### src/rtl/avs_pkg.sv
// Shared constants, sample type and saturating magnitude for the acoustic event-detection path.
package avs_pkg;

  localparam int unsigned DATA_W      = 16;
  localparam int unsigned SHORT_LOG2  = 4;
  localparam int unsigned LONG_LOG2   = 10;
  localparam int unsigned RATIO_LOG2  = 2;
  localparam int unsigned FLOOR       = 256;
  localparam int unsigned HOLD_CYCLES = 64;

  typedef logic signed [DATA_W-1:0] sample_t;

  localparam sample_t           SampleMin = {1'b1, {(DATA_W-1){1'b0}}};
  localparam logic [DATA_W-1:0] MagMax    = {1'b0, {(DATA_W-1){1'b1}}};

  // Most-negative input clamps to the largest positive magnitude instead of wrapping.
  function automatic logic [DATA_W-1:0] abs_sat(input sample_t x);
    logic [DATA_W-1:0] raw;
    raw = x;
    if (!x[DATA_W-1]) begin
      return raw;
    end else if (x == SampleMin) begin
      return MagMax;
    end else begin
      return (~raw) + 1'b1;
    end
  endfunction

endpackage

### src/rtl/ema_filter.sv
// Integer exponential moving average: acc += mag - (acc >> Shift); avg = acc >> Shift.
module ema_filter
  import avs_pkg::*;
#(
  parameter int unsigned Shift = SHORT_LOG2
) (
  input  logic              clock,
  input  logic              reset,
  input  logic [DATA_W-1:0] mag,
  output logic [DATA_W-1:0] avg
);

  localparam int unsigned AccW = DATA_W + Shift;

  logic [AccW-1:0] acc_q, acc_d;

  // Steady state stays within (mag << Shift) + 2^Shift - 1, so AccW bits never overflow.
  always_comb begin
    acc_d = acc_q + AccW'(mag) - (acc_q >> Shift);
  end

  always_ff @(posedge clock or negedge reset) begin
    if (!reset) begin
      acc_q <= '0;
    end else begin
      acc_q <= acc_d;
    end
  end

  assign avg = acc_q[AccW-1:Shift];

endmodule

### src/rtl/top_level.sv
// STA/LTA acoustic event detector: sample register, short/long EMAs, warm-up gate, comparator.
// Optional output stretch enabled by defining TOPLEVEL_EVENT_HOLD_EN.
module top_level
  import avs_pkg::*;
#(
  parameter int unsigned ShortLog2  = SHORT_LOG2,
  parameter int unsigned LongLog2   = LONG_LOG2,
  parameter int unsigned RatioLog2  = RATIO_LOG2,
  parameter int unsigned Floor      = FLOOR,
  parameter int unsigned HoldCycles = HOLD_CYCLES
) (
  input  logic                     clock,
  input  logic                     reset,
  input  logic signed [DATA_W-1:0] stream,
  output logic                     eventDetected
);

  localparam int unsigned CmpW = DATA_W + RatioLog2;
  localparam logic [LongLog2:0] WarmMax = {1'b1, {LongLog2{1'b0}}};

  sample_t           x_q;
  logic [DATA_W-1:0] mag;
  logic [DATA_W-1:0] short_avg, long_avg;
  logic [LongLog2:0] warm_q, warm_d;
  logic              warm_done;
  logic [CmpW-1:0]   short_ext, long_scaled;
  logic              detect_raw;
  logic              det_q;

  always_ff @(posedge clock or negedge reset) begin
    if (!reset) begin
      x_q <= '0;
    end else begin
      x_q <= stream;
    end
  end

  assign mag = abs_sat(x_q);

  ema_filter #(
    .Shift(ShortLog2)
  ) u_ema_short (
    .clock(clock),
    .reset(reset),
    .mag  (mag),
    .avg  (short_avg)
  );

  ema_filter #(
    .Shift(LongLog2)
  ) u_ema_long (
    .clock(clock),
    .reset(reset),
    .mag  (mag),
    .avg  (long_avg)
  );

  // Long EMA is meaningless until it has seen one full time constant of samples.
  assign warm_done = (warm_q == WarmMax);

  always_comb begin
    warm_d = warm_q;
    if (!warm_done) begin
      warm_d = warm_q + 1'b1;
    end
  end

  always_ff @(posedge clock or negedge reset) begin
    if (!reset) begin
      warm_q <= '0;
    end else begin
      warm_q <= warm_d;
    end
  end

  assign short_ext   = CmpW'(short_avg);
  assign long_scaled = {long_avg, {RatioLog2{1'b0}}};
  assign detect_raw  = warm_done && (short_avg >= DATA_W'(Floor)) && (short_ext > long_scaled);

  always_ff @(posedge clock or negedge reset) begin
    if (!reset) begin
      det_q <= 1'b0;
    end else begin
      det_q <= detect_raw;
    end
  end

`ifdef TOPLEVEL_EVENT_HOLD_EN
  localparam int unsigned HoldW = $clog2(HoldCycles + 1);

  logic [HoldW-1:0] hold_q, hold_d;

  always_comb begin
    hold_d = hold_q;
    if (detect_raw) begin
      hold_d = HoldW'(HoldCycles);
    end else if (hold_q != '0) begin
      hold_d = hold_q - 1'b1;
    end
  end

  always_ff @(posedge clock or negedge reset) begin
    if (!reset) begin
      hold_q <= '0;
    end else begin
      hold_q <= hold_d;
    end
  end

  assign eventDetected = det_q | (hold_q != '0);
`else
  assign eventDetected = det_q;
`endif

endmodule

### config.mk
export PLATFORM = sky130hd
export DESIGN_NAME = top_level
export DESIGN_NICKNAME = d
export VERILOG_FILES = /design/src/rtl/avs_pkg.sv /design/src/rtl/ema_filter.sv /design/src/rtl/top_level.sv
export SDC_FILE = /design/constraint.sdc
export NUM_CORES = 1
export LEC_CHECK = 0
export CAP_MARGIN = 20
export CORE_MARGIN = 10
export CORE_UTILIZATION = 62
export CTS_BUF_LIST = sky130_fd_sc_hd__clkbuf_8
export CTS_CLUSTER_SIZE = 40
export DETAILED_ROUTE_END_ITERATION = 6
export HOLD_SLACK_MARGIN = 0.08
export PLACE_DENSITY = 0.92
export REMOVE_ABC_BUFFERS = 1
export SETUP_SLACK_MARGIN = 0.5
export SKIP_CTS_REPAIR_TIMING = 1
export SYNTH_ARGS = -nofsm -noshare
export SYNTH_HDL_FRONTEND = slang
export SYNTH_SLANG_ARGS = --single-unit
### constraint.sdc
create_clock -name clock -period 7.6 [get_ports clock]
set_clock_uncertainty 0.2 [all_clocks]
set_input_delay 0.76 -clock clock [delete_from_list [all_inputs] [get_ports clock]]
set_output_delay 0.76 -clock clock [all_outputs]
set_load 0.01 [all_outputs]
=== Word-level counts from Yosys, hierarchy flattened ===
Cells that the tools add are included.

* Bitwise logic cells: 1
* Multipliers: 0
* $add $sub $neg: 6
* Equality and inequality tests: 2
* $lt $le $gt $ge: 2
* Multiplexer cells: 2
* Div/mod/pow operators: 0
* Shifts and indexed selects: 0
* Reduce and logical (&&, ||, !) cells: 2

{| class="wikitable"
|+ Operators by type and width
! cell !! count
|-
| $mux 16 || 2
|-
| $add 26x16->26 || 1
|-
| $sub 26x16->26 || 1
|-
| $add 20x16->20 || 1
|-
| $sub 20x16->20 || 1
|-
| $gt 16x18->1 || 1
|-
| $add 16x1->16 const B || 1
|-
| $eq 16x16->1 const B || 1
|-
| $ge 16x9->1 const B || 1
|-
| $not 16->16 || 1
|-
| $add 11x1->11 const B || 1
|-
| $eq 11x11->1 const B || 1
|-
| $logic_and 1x1->1 || 2
|}

* Output and inout bits: 1
* Memories: 0
* Word-level logic and storage cells: 20
* Register bits: 74
* Bits in read-only memories: 0
* Memory bits (writable): 0
* Latch bits: 0
* Bits of input ports: 18

=== Logic depth before layout (Yosys ltp) ===
* Depth after elaboration: 6
* Depth in mapped cells: 20
* Gate-level depth less buffers: 19

=== Modules after synthesis ===
From an unflattened synthesis, not the netlist that was laid out.

* Cell total of the unflattened synthesis: 737
* Area, all modules: 6481.2 sq um

{| class="wikitable"
|+ Modules (own cells, without submodules)
! module !! cells an instance !! seq. area each (sq um) !! area each (sq um) !! times used
|-
| ema_filter at u_ema_long || 315 || 650.6 || 2641.3 || 1
|-
| ema_filter at u_ema_short || 241 || 500.5 || 2104.5 || 1
|-
| top_level || 181 || 700.7 || 1735.4 || 1
|}

=== Worst setup path after synthesis ===
OpenSTA, ideal clock, no wires.

* Kind: reg-to-reg
* Start point: register x_q[0]
* End point: register u_ema_short.acc_q[17]
* Period minus slack after synthesis: 4335 ps
* Arrival time: 4039 ps
* Path slack: 3265 ps
* Cell stages (with the launch flop): 20
* Setup time: 96 ps
* Data required time: 7304 ps
* Path buffers: 1
* Path through: dfrtp_1 inv_1 ha_1 nand2_1 or3_1 nor2_1 nand2_1 or2_1 clkbuf_1 nand2_1 fa_1 ha_1 a21o_1 a21oi_2 o32ai_2 a311oi_2 a211oi_2 a31oi_4 nor3_2 nor4_2

* Word-level cells in the longest chain between the ends: 6
* Elaborated cells on any way between the ends: 7
* Classes of those cells: add/sub: 3; eq/ne: 1; mux: 2; bitwise: 1

{| class="wikitable"
|+ Ends and longest elaborated chain
! what !! RTL line !! source
|-
| start: declaration || top_level.sv:21 || <nowiki>sample_t x_q;</nowiki>
|-
| start signal: assignment || top_level.sv:34 || <nowiki>x_q <= stream;</nowiki>
|-
| $not 16->16 || avs_pkg.sv:25 || <nowiki>return (~raw) + 1'b1;</nowiki>
|-
| $add 16x1->16 || avs_pkg.sv:25 ||
|-
| $mux 16 || avs_pkg.sv:22 || <nowiki>end else if (x == SampleMin) begin</nowiki>
|-
| $mux 16 * || avs_pkg.sv:20 || <nowiki>if (!x[DATA_W-1]) begin</nowiki>
|-
| $add 20x16->20 * || ema_filter.sv:19 || <nowiki>acc_d = acc_q + AccW'(mag) - (acc_q >> Shift);</nowiki>
|-
| $sub 20x16->20 * || ema_filter.sv:19 ||
|-
| via u_ema_short.acc_d[17] || ema_filter.sv:15 || <nowiki>logic [AccW-1:0] acc_q, acc_d;</nowiki>
|-
| end signal: assignment || ema_filter.sv:24 || <nowiki>acc_q <= '0;</nowiki>
|-
| end signal: assignment || ema_filter.sv:26 || <nowiki>acc_q <= acc_d;</nowiki>
|-
| end: declaration || ema_filter.sv:15 ||
|}

The timed path passes the listed nets; every way through them passes the cells marked *.
A chain may end at the register's enable or synchronous reset.

=== Final worst setup path ===
* Start point: register x_q[1]
* End point: register u_ema_long.acc_q[22]

* Word-level cells in the longest chain between the ends: 6
* Elaborated cells on any way between the ends: 7
* Classes of those cells: add/sub: 3; eq/ne: 1; mux: 2; bitwise: 1

{| class="wikitable"
|+ Ends and longest elaborated chain
! what !! RTL line
|-
| $not 16->16 || avs_pkg.sv:25
|-
| $add 16x1->16 || avs_pkg.sv:25
|-
| $mux 16 || avs_pkg.sv:22
|-
| $mux 16 * || avs_pkg.sv:20
|-
| $add 26x16->26 * || ema_filter.sv:19
|-
| $sub 26x16->26 * || ema_filter.sv:19
|-
| via u_ema_long.acc_d[22] || ema_filter.sv:15
|-
| end signal: assignment || ema_filter.sv:24
|-
| end signal: assignment || ema_filter.sv:26
|-
| end: declaration || ema_filter.sv:15
|}

Marks and branches as above.

==> results_dict.tcl <==
set metrics [dict create \
    outcome "finished clean" \
    drc 0 \
    post_drt_wl_per_cell_um 18.2 \
    cts_tree "yes" \
    initialDrtViolationCount 287 \
    min_path_type "reg -> reg" \
    final_max_slew_viol_count 0 \
    vias_per_cell 6.26 \
    ys_types 63 \
    layout-drive-gt1-share_pct 5.12 \
    finalSetupTns_ns 0 \
    synth_cells 579 \
    post-route-min-period_ns 5.06 \
    std_cell_rows 35 \
    most_common_cell_after_layout_fill_and_taps_aside "dfrtp_1" \
    maximum_number_of_pins_on_one_net_before_global_route_repair 75 \
    setup_viol_count_final 0 \
    num_vias 4482 \
    worst_setup_path_start_kind "flop" \
    portBuffers 18 \
    io_pins 19 \
    n_antenna_cell 0 \
    synthesis.area_um2 5770 \
    nFillCells 638 \
    gpl.final_weighted_congestion 0.935 \
    cts_buffer_depth 2 \
    clk_transition_reported_paths_ns 0.09 \
    seq_area_frac_synth_pct 32.1 \
    synthTopCellsByArea "dfrtp_1 32%, ha_1 15%, fa_1 11%" \
    worst-endpoint-arrival_ns 5.11 \
    final_min_period_over_clock_period_pct 66.5 \
    holdPathStages 1 \
    grt.total_usage_pct 20.7 \
    worstPathMaxFanout 13 \
    cap_viol_max_count 0 \
    die_width_um 116 \
    dp_slack_ns 2.64 \
    detail_route.wirelength_mm 13.0 \
    worst_r2r_startpoint "x_q[1]" \
    area_growth_pct 8.79 \
    timing.final.hold_violations 0 \
    ctsHtreeMaxLevel 3 \
    sequential_cell_area_um2 1850 \
    design.final.nets 718 \
    worst_slew_margin_relative_to_its_limit_pct 37.0 \
    layout_setup_ws_ns 2.54 \
    reg2regPathDepth 19 \
    worst_r2r_endpoint "u_ema_long.acc_q[22]" \
    worst_skew_pair.late_latency_ns 0.36 \
    clock-root-buffer "clkbuf_8" \
    number_of_enable_flip_flop_cells_after_synthesis 0 \
    design.die.area_um2 13600 \
    launch_point_of_the_worst_hold_path "warm_q[10]" \
    worst_hold_slack_ns 0.287 \
    via_count_of_the_first_global_routing_pass 4648 \
    timing.setup.critical_path_class "reg -> reg" \
    detail_route.first_pass.iterations 5 \
    design.core.area_um2 9150 \
    worstHoldEndpoint "warm_q[10]" \
    synth_area_leader_cell "dfrtp_1" \
    grt_antenna_before_repair 0 \
    gr-total-overflow 0 \
    cts_num_sinks 74 \
    synth_seq_cells 74 \
    start_util_pct 63.0 \
    cts-buffers-inserted 9 \
    synth_ff_type "dfrtp_1" \
    commonest_non_fill_non_tap_cells_in_the_layout "74 x dfrtp_1, 68 x ha_1, 56 x inv_1, 45 x nand2_1, 35 x a21oi_1" \
    multi_input_comb_area_um2 3670 \
    die_height_um 116 \
    yosys.area.top_type_share_pct 32.1 \
    synthArstFlopShare_pct 100 \
    worst_pin_slew_ns 0.945 \
    place_hpwl_mm 10.2 \
    ant_nets 0 \
    worst_setup_path_end_kind "flop" \
    global_route_wire_length_before_repair_mm 22.2 \
    max_freq_ghz 0.198 \
    reg2reg_setup_slack_ns 2.54 \
    mean_instance_size_in_the_synthesized_netlist_um2 9.96 \
    synthesis.yosys.warnings 0 \
    rsz_0062_raised_after_global_routing "no" \
    crit_required_ns 7.65 \
]
metal layers:
| layer | track usage (%) | vias up | wire length, µm |
|---|---|---|---|
| li1 | - | 2067 | - |
| met1 | 23.9 | 2234 | 5180 |
| met2 | 36.5 | 144 | 6770 |
| met3 | 3.08 | 37 | 546 |
| met4 | 10.0 | 0 | 518 |
| met5 | 0 | - | 0 |
how the worst max path moves through the flow:
stage                start              endpoint
finish              x_q[1]  u_ema_long.acc_q[22]
global route        x_q[0]  u_ema_long.acc_q[24]
global placement    x_q[0]  u_ema_long.acc_q[22]
floorplan           x_q[0]  u_ema_long.acc_q[22]
CTS                 x_q[1]  u_ema_long.acc_q[22]
detailed placement  x_q[0]  u_ema_long.acc_q[22]
logic make-up (layout without fill, tap and decap cells):
logic type      count (synthesis)  after routing  share of synthesized area [%]
simple gates                  150            150                           12.9
mux                             1              1                          0.174
flops                          74             74                           32.1
xor+xnor                       57             57                           8.66
buf+inv                        64             90                           4.17
fa+ha+maj                     100            100                           25.9
compound gates                133            133                           16.1
cell type report:
type,instances,share of cell area (%)
flip-flops and latches,74,29.5
clock inverters,7,1.52
well taps,111,2.21
repair buffers,19,2.91
clock buffers,9,1.97
inverters,55,3.29
multi-input cells,441,58.6
per-stage QoR:
step	area, µm²	util [%]	instances
6_report	6270	68.5	716
5_1_grt	6270	68.5	716
4_1_cts	6270	68.5	716
3_5_place_dp	6050	66.2	700
3_3_place_gp	6050	66.2	700
2_1_floorplan	5730	-	570
state kept, by name, summed over array words and instances (netlist names):
name,flops
u_ema_long.acc_q,26
x_q,16
u_ema_short.acc_q,20
eventDetected,1
warm_q,11
Yosys cell counts, types with 2 or more instances:
cell,number
dfrtp_1,74
ha_1,68
inv_1,55
nand2_1,45
a21oi_1,35
nor2_1,34
fa_1,32
xnor2_1,32
xor2_1,25
o21ai_0,17
a21o_1,15
nand3_1,12
nor2b_1,11
nand4_1,10
o21a_1,9
clkbuf_1,8
nor3_1,7
a31oi_1,6
nand2b_1,5
nor4_1,5
o31ai_1,5
or3_1,5
a211oi_1,4
o211ai_1,4
a211o_1,3
a21boi_0,3
and3_1,3
o21ai_1,3
o21bai_1,3
o31a_1,3
a221oi_1,2
a31o_1,2
and2_1,2
nor3_2,2
o41ai_1,2
critical path, stage by stage (launching register included):
cell	delay, ns
dfrtp_1	0.43
inv_1	0.07
ha_1	0.16
nand2_1	0.08
or3_1	0.37
nor2_1	0.20
nand2_1	0.10
or2_1	0.38
a31oi_1	0.41
fa_1	0.51
inv_1	0.11
fa_1	0.24
nor2b_1	0.09
o31a_1	0.29
o41ai_2	0.44
o211ai_1	0.18
a31o_1	0.24
a21oi_1	0.21
o21ai_1	0.10
xor2_1	0.14
Power is not shown: default switching activity piles up to over one toggle a cycle in this logic, so the estimate is an artifact.
